### src/rtl/multicycle_ctrl_fsm.sv
// Multi-cycle MIPS control FSM: fetch/decode/execute/memory/writeback sequencing with a
// mem_ready handshake and a sticky halt trap. Define CTRL_PERF_CNT_EN for performance counters.
module multicycle_ctrl_fsm #(
  parameter int unsigned ALU_OP_W  = 4,
  parameter int unsigned TIMEOUT_W = 4,
  parameter int unsigned CNT_W     = 32
) (
  input  logic                clk,
  input  logic                rst_n,
  input  logic [5:0]          opcode,
  input  logic [5:0]          funct,
  input  logic                zero,
  input  logic                mem_ready,
  output logic                mem_read,
  output logic                mem_write,
  output logic                i_or_d,
  output logic                ir_write,
  output logic                pc_write,
  output logic [1:0]          pc_src,
  output logic                alu_src_a,
  output logic [1:0]          alu_src_b,
  output logic [ALU_OP_W-1:0] alu_op,
  output logic                is_shift,
  output logic                reg_dst,
  output logic                reg_write,
  output logic                mem_to_reg,
  output logic                halted,
  output logic                illegal_instr,
  output logic                mem_timeout,
  output logic [CNT_W-1:0]    instr_retired,
  output logic [CNT_W-1:0]    cycle_count
);

  localparam logic [5:0] OpR = 6'b000000, OpLw = 6'b100011, OpSw = 6'b101011;
  localparam logic [5:0] OpBeq = 6'b000100, OpBne = 6'b000101, OpJ = 6'b000010;
  localparam logic [5:0] OpAddi = 6'b001000, OpAndi = 6'b001100, OpOri = 6'b001101;
  localparam logic [5:0] FnAdd = 6'b100000, FnSub = 6'b100010, FnAnd = 6'b100100;
  localparam logic [5:0] FnOr = 6'b100101, FnSll = 6'b000000, FnSrl = 6'b000010;
  localparam logic [5:0] FnSra = 6'b000011;
  localparam logic [3:0] AluAdd = 4'b0010, AluSub = 4'b1010, AluAnd = 4'b0100;
  localparam logic [3:0] AluOr = 4'b0101, AluSll = 4'b0110, AluSrl = 4'b0111;
  localparam logic [3:0] AluSra = 4'b1000;
  // Count value seen on the last permitted wait cycle (limit minus one).
  localparam logic [TIMEOUT_W-1:0] WaitLast = {{(TIMEOUT_W-1){1'b1}}, 1'b0};

  typedef enum logic [3:0] {
    StIdle, StFetch, StDecode, StMemAddr, StMemRd, StMemWb, StMemWr,
    StRExec, StRWb, StIExec, StIWb, StBranch, StJump, StHalt
  } state_e;

  state_e                 state_q, state_d;
  logic [TIMEOUT_W-1:0]   wait_q;
  logic                   illegal_q, timeout_q;
  logic                   set_illegal, set_timeout;
  logic                   waiting, wait_limit, funct_legal;

  assign waiting     = (state_q == StFetch) || (state_q == StMemRd) || (state_q == StMemWr);
  assign wait_limit  = waiting && !mem_ready && (wait_q == WaitLast);
  assign funct_legal = (funct == FnAdd) || (funct == FnSub) || (funct == FnAnd) ||
                       (funct == FnOr) || (funct == FnSll) || (funct == FnSrl) ||
                       (funct == FnSra);

  always_comb begin
    state_d     = state_q;
    set_illegal = 1'b0;
    set_timeout = 1'b0;
    case (state_q)
      StIdle:    state_d = StFetch;
      StFetch: begin
        if (mem_ready)       state_d = StDecode;
        else if (wait_limit) begin state_d = StHalt; set_timeout = 1'b1; end
      end
      StDecode: begin
        case (opcode)
          OpLw, OpSw:             state_d = StMemAddr;
          OpR: begin
            if (funct_legal) state_d = StRExec;
            else begin state_d = StHalt; set_illegal = 1'b1; end
          end
          OpAddi, OpAndi, OpOri:  state_d = StIExec;
          OpBeq, OpBne:           state_d = StBranch;
          OpJ:                    state_d = StJump;
          default: begin state_d = StHalt; set_illegal = 1'b1; end
        endcase
      end
      StMemAddr: state_d = (opcode == OpLw) ? StMemRd : StMemWr;
      StMemRd: begin
        if (mem_ready)       state_d = StMemWb;
        else if (wait_limit) begin state_d = StHalt; set_timeout = 1'b1; end
      end
      StMemWr: begin
        if (mem_ready)       state_d = StFetch;
        else if (wait_limit) begin state_d = StHalt; set_timeout = 1'b1; end
      end
      StRExec:   state_d = StRWb;
      StIExec:   state_d = StIWb;
      StMemWb, StRWb, StIWb, StBranch, StJump: state_d = StFetch;
      StHalt:    state_d = StHalt;
      default:   state_d = StHalt;
    endcase
  end

  always_ff @(posedge clk or negedge rst_n) begin
    if (!rst_n) begin
      state_q   <= StIdle;
      wait_q    <= '0;
      illegal_q <= 1'b0;
      timeout_q <= 1'b0;
    end else begin
      state_q <= state_d;
      if ((state_d != state_q) || mem_ready || !waiting) wait_q <= '0;
      else                                               wait_q <= wait_q + 1'b1;
      illegal_q <= illegal_q | set_illegal;
      timeout_q <= timeout_q | set_timeout;
    end
  end

  always_comb begin
    mem_read   = 1'b0;
    mem_write  = 1'b0;
    i_or_d     = 1'b0;
    ir_write   = 1'b0;
    pc_write   = 1'b0;
    pc_src     = 2'b00;
    alu_src_a  = 1'b0;
    alu_src_b  = 2'b00;
    alu_op     = '0;
    is_shift   = 1'b0;
    reg_dst    = 1'b0;
    reg_write  = 1'b0;
    mem_to_reg = 1'b0;
    case (state_q)
      StFetch: begin
        mem_read  = 1'b1;
        alu_src_b = 2'b01;
        alu_op    = ALU_OP_W'(AluAdd);
        ir_write  = mem_ready;
        pc_write  = mem_ready;
      end
      StDecode: begin
        alu_src_b = 2'b11;
        alu_op    = ALU_OP_W'(AluAdd);
      end
      StMemAddr, StIExec: begin
        alu_src_a = 1'b1;
        alu_src_b = 2'b10;
        alu_op    = ALU_OP_W'(AluAdd);
        if (state_q == StIExec) begin
          if (opcode == OpAndi)     alu_op = ALU_OP_W'(AluAnd);
          else if (opcode == OpOri) alu_op = ALU_OP_W'(AluOr);
        end
      end
      StMemRd: begin
        mem_read = 1'b1;
        i_or_d   = 1'b1;
      end
      StMemWr: begin
        mem_write = 1'b1;
        i_or_d    = 1'b1;
      end
      StMemWb: begin
        reg_write  = 1'b1;
        mem_to_reg = 1'b1;
      end
      StRExec: begin
        alu_src_a = 1'b1;
        case (funct)
          FnSub:   alu_op = ALU_OP_W'(AluSub);
          FnAnd:   alu_op = ALU_OP_W'(AluAnd);
          FnOr:    alu_op = ALU_OP_W'(AluOr);
          FnSll:   begin alu_op = ALU_OP_W'(AluSll); is_shift = 1'b1; end
          FnSrl:   begin alu_op = ALU_OP_W'(AluSrl); is_shift = 1'b1; end
          FnSra:   begin alu_op = ALU_OP_W'(AluSra); is_shift = 1'b1; end
          default: alu_op = ALU_OP_W'(AluAdd);
        endcase
      end
      StRWb: begin
        reg_write = 1'b1;
        reg_dst   = 1'b1;
      end
      StIWb:  reg_write = 1'b1;
      StBranch: begin
        alu_src_a = 1'b1;
        alu_op    = ALU_OP_W'(AluSub);
        pc_src    = 2'b01;
        pc_write  = (opcode == OpBne) ? ~zero : zero;
      end
      StJump: begin
        pc_write = 1'b1;
        pc_src   = 2'b10;
      end
      default: ;
    endcase
  end

  assign halted        = (state_q == StHalt);
  assign illegal_instr = illegal_q;
  assign mem_timeout   = timeout_q;

`ifdef CTRL_PERF_CNT_EN
  logic [CNT_W-1:0] cycle_q, retired_q;
  logic             retire;

  // An instruction retires when control returns to FETCH from its final state.
  assign retire = (state_d == StFetch) &&
                  ((state_q == StMemWb) || (state_q == StMemWr) || (state_q == StRWb) ||
                   (state_q == StIWb) || (state_q == StBranch) || (state_q == StJump));

  always_ff @(posedge clk or negedge rst_n) begin
    if (!rst_n) begin
      cycle_q   <= '0;
      retired_q <= '0;
    end else begin
      if ((state_q != StIdle) && (state_q != StHalt)) cycle_q <= cycle_q + 1'b1;
      if (retire) retired_q <= retired_q + 1'b1;
    end
  end

  assign cycle_count   = cycle_q;
  assign instr_retired = retired_q;
`else
  assign cycle_count   = '0;
  assign instr_retired = '0;
`endif

endmodule
### config.mk
export PLATFORM = sky130hd
export DESIGN_NAME = multicycle_ctrl_fsm
export DESIGN_NICKNAME = d
export VERILOG_FILES = /design/src/rtl/multicycle_ctrl_fsm.sv
export SDC_FILE = /design/constraint.sdc
export NUM_CORES = 1
export LEC_CHECK = 0
export BUFFER_PORTS_ARGS = -buffer_cell sky130_fd_sc_hd__buf_2
export CORE_AREA = 2 2 80 51
export CTS_CLUSTER_SIZE = 12
export DETAILED_ROUTE_END_ITERATION = 12
export DIE_AREA = 0 0 82 53
export PLACE_DENSITY = 0.93
export SLEW_MARGIN = 20
export SYNTH_ARGS = -nofsm -noshare
export SYNTH_HDL_FRONTEND = slang
export SYNTH_SLANG_ARGS = --single-unit
### constraint.sdc
create_clock -name clk -period 2.2 [get_ports clk]
set_clock_uncertainty 0.15 [all_clocks]
set_input_delay 0.22 -clock clk [delete_from_list [all_inputs] [get_ports clk]]
set_output_delay 0.22 -clock clk [all_outputs]
set_load 0.01 [all_outputs]
==> flow_summary.toml <==
[run]
cap_violations = 0

[setup_path]
path_class = "flop to output port"
cp.arrival_ns = 1.64
cp_max_fo = 18
worstPathRequired_ns = 1.83
start_kind = "flop"
endpoint_kind = "output port"

[logic_synthesis]
syn_avg_cell_area_um2 = 7.61
ys_seq_area_share_pct = 16.5
synth_area_leaders = "buf_4 32%, dfrtp_1 17%, nor2_1 4.7%"
synthArstFlopShare_pct = 100
ys_seq_elements = 10
synth_common_cells = "65 x buf_4, 19 x nor2_1, 10 x dfrtp_1, 8 x nand2b_1, 8 x nand3_1"
synth_cell_type_count = 51
synthFlopType = "dfrtp_1"
netlist.area_leader.share_pct = 32.2
yosysMostFrequentCell = "buf_4"
syn_area_um2 = 1520
netlist_instances = 199
yosysTopAreaCell = "buf_4"
synth-edff-count = 0
synth_warnings = 0

[power_and_ir_drop]
intPower_uw = 726
power_switching_uw = 631
cellPowerDensity_nw_per_um2 = 866
seq_power_share_pct = 23.9
swShare_pct = 46.5
p_leak_uw = 0.000841
power_uw = 1360
combPwrFrac_pct = 59.6
ir_worst_vdd_mv = 0.295
clkPwrFrac_pct = 16.6

[cells_and_area]
design_area_um2 = 1570
final_cells = 282
final_util_pct = 43.8
nFillCells = 381
drive_gt1_share_pct = 22.1
diodes = 0
nets = 254
area_growth_pct = 3.39

[sta]
fin_crit_sh_pct = 91.5
slew_headroom_pct = 64.2
slew_viol_final = 0
worstMarginPinSlew_ns = 0.537
grt_setup_unrepaired = "no"
final.setup.tns_ns = 0
setup_violations = 0
hold_viol = 0
fmaxAchievable_ghz = 0.497
fin_crit_ns = 2.01

[floorplan]
die_h_um = 53
io_pins = 101
fp.dieArea_um2 = 4350
core-area_um2 = 3570
die_w_um = 82
start_util_pct = 42.4
rows = 17

[grt]
grt_start_max_net_pins = 19
grt_usage_pct = 14.8
grt_pass1_wl_um = 4890
grt_pass1_vias = 996
antenna_found_initial = 0
grt-ovfl-total = 0

[routing]
drc = 0
firstDrtPassIters = 4
ant_nets = 0
num_vias = 1272
drtIter0Drc = 132
drt-total-wl_um = 3210
wire_per_inst_um = 11.4
via_per_inst = 4.51

[place]
portBuffers = 36
placed_area_um2 = 1500
gp_congestion = 0.911
dp_hpwl_um = 2670
dp.cells = 277

[clocking]
clk_pin_slew_ns = 0.05
cts.sinks = 10
htree_levels = 1
cts-root-buf = "clkbuf_8"
clk_latency_ns = 0.23
cts_buffers = 3
clock_path_buffers = 2
postCtsSetupRepairBufs = 0
tritoncts = "done"

[run_status]
status = "finished clean"

[worst_hold_path]
hold_class = "input port to async pin"
## stage by stage
stage	setup WS, ns	hold WS [ns]
2_1_floorplan	0.419	-0.226
3_3_place_gp	0.335	-0.0528
3_5_place_dp	0.261	-0.0551
4_1_cts	0.156	0.232
5_1_grt	0.0226	0.260
6_report	0.187	0.227
## per-layer routing
metal / global-route usage [%] / wire length [um]
met2: 20.6 / 1480
met3: 3.92 / 287
met5: 0 / 0
met1: 23.0 / 1440
met4: 1.67 / 0
## cells in the final DEF (no fill, tap or decap), types with 2 or more instances in the layout
cell type  netlist  routed
nor2b_1          4       4
a221o_1          3       3
buf_4           65       4
inv_1            4       4
nor4_1           2       2
dfrtp_1         10      10
xor2_1           2       2
buf_2            2      36
nor3_1           6       5
conb_1           1      64
o22ai_1          3       3
o21bai_1         2       2
o21ai_0          4       4
ha_1             2       2
nor3_2           2       3
o211ai_1         3       3
nand2b_1         8       8
clkbuf_8         0       4
nand3_1          8       8
nor2_1          19      19
a21oi_1          5       5
nand2_1          6       6
a21o_1           3       3
a31oi_1          2       2
xnor2_1          3       3
nand4b_1         2       2
## registers in the layout (all words and copies together) (netlist names)
| name | cells |
|---|---|
| state_q | 4 |
| mem_timeout | 1 |
| wait_q | 4 |
| illegal_instr | 1 |
## logic make-up (layout without fill, tap and decap cells)
kind of cell / count (synthesis) / in the layout / synth area share [%]
mux: 1 / 1 / 0.743
compound gates: 39 / 39 / 19.3
other cells: 1 / 64 / 0.247
simple gates: 64 / 64 / 22.8
xor+xnor: 5 / 5 / 2.89
fa+ha+maj: 2 / 2 / 1.65
buf+inv: 77 / 50 / 35.8
flops: 10 / 10 / 16.5
## final cells by class
class                      instances  area [um2]  share of cell area, %
sequential                        10         250                   16.0
inverter                           5        18.8                   1.20
clock buffer                       4        55.1                   3.51
multi-input combinational        175         963                   61.5
timing repair buffer              41         220                   14.1
tap                               47        58.8                   3.75
## what timing repair did
| action | 4_1_cts | 5_1_grt |
|---|---|---|
| endpoints found under the setup margin | 0 | 1 |
| resized for setup | 0 | 1 |
| hold buffers | 1 | 0 |
| hold endpoints to repair | 10 | 0 |
## power by group through the flow
stage          clock, uW  combinational (uW)  sequential, uW
2_1_floorplan          0                 709             259
3_3_place_gp           0                 794             322
3_5_place_dp           0                 803             325
4_1_cts              233                 809             322
5_1_grt              243                 915             337
6_report             225                 808             324
## path summary, 6_finish.rpt
check	to	slack (ns)	depth (start not counted)	startpoint
min	state_q[0]	0.23	2	rst_n
min in group clk	state_q[1]	0.26	3	mem_ready
max reg2reg	illegal_instr	0.20	5	state_q[1]
min reg2reg	mem_timeout	0.31	1	mem_timeout
max in group asynchronous	wait_q[2]	1.48	2	rst_n
max	is_shift	0.19	3	state_q[1]
## critical path, cell delays in order, from the launching register on
cell and delay, ns:
dfrtp_1 0.67, nand3_1 0.26, nor4_1 0.30, buf_2 0.18
Power figures use the tool's default switching activity.
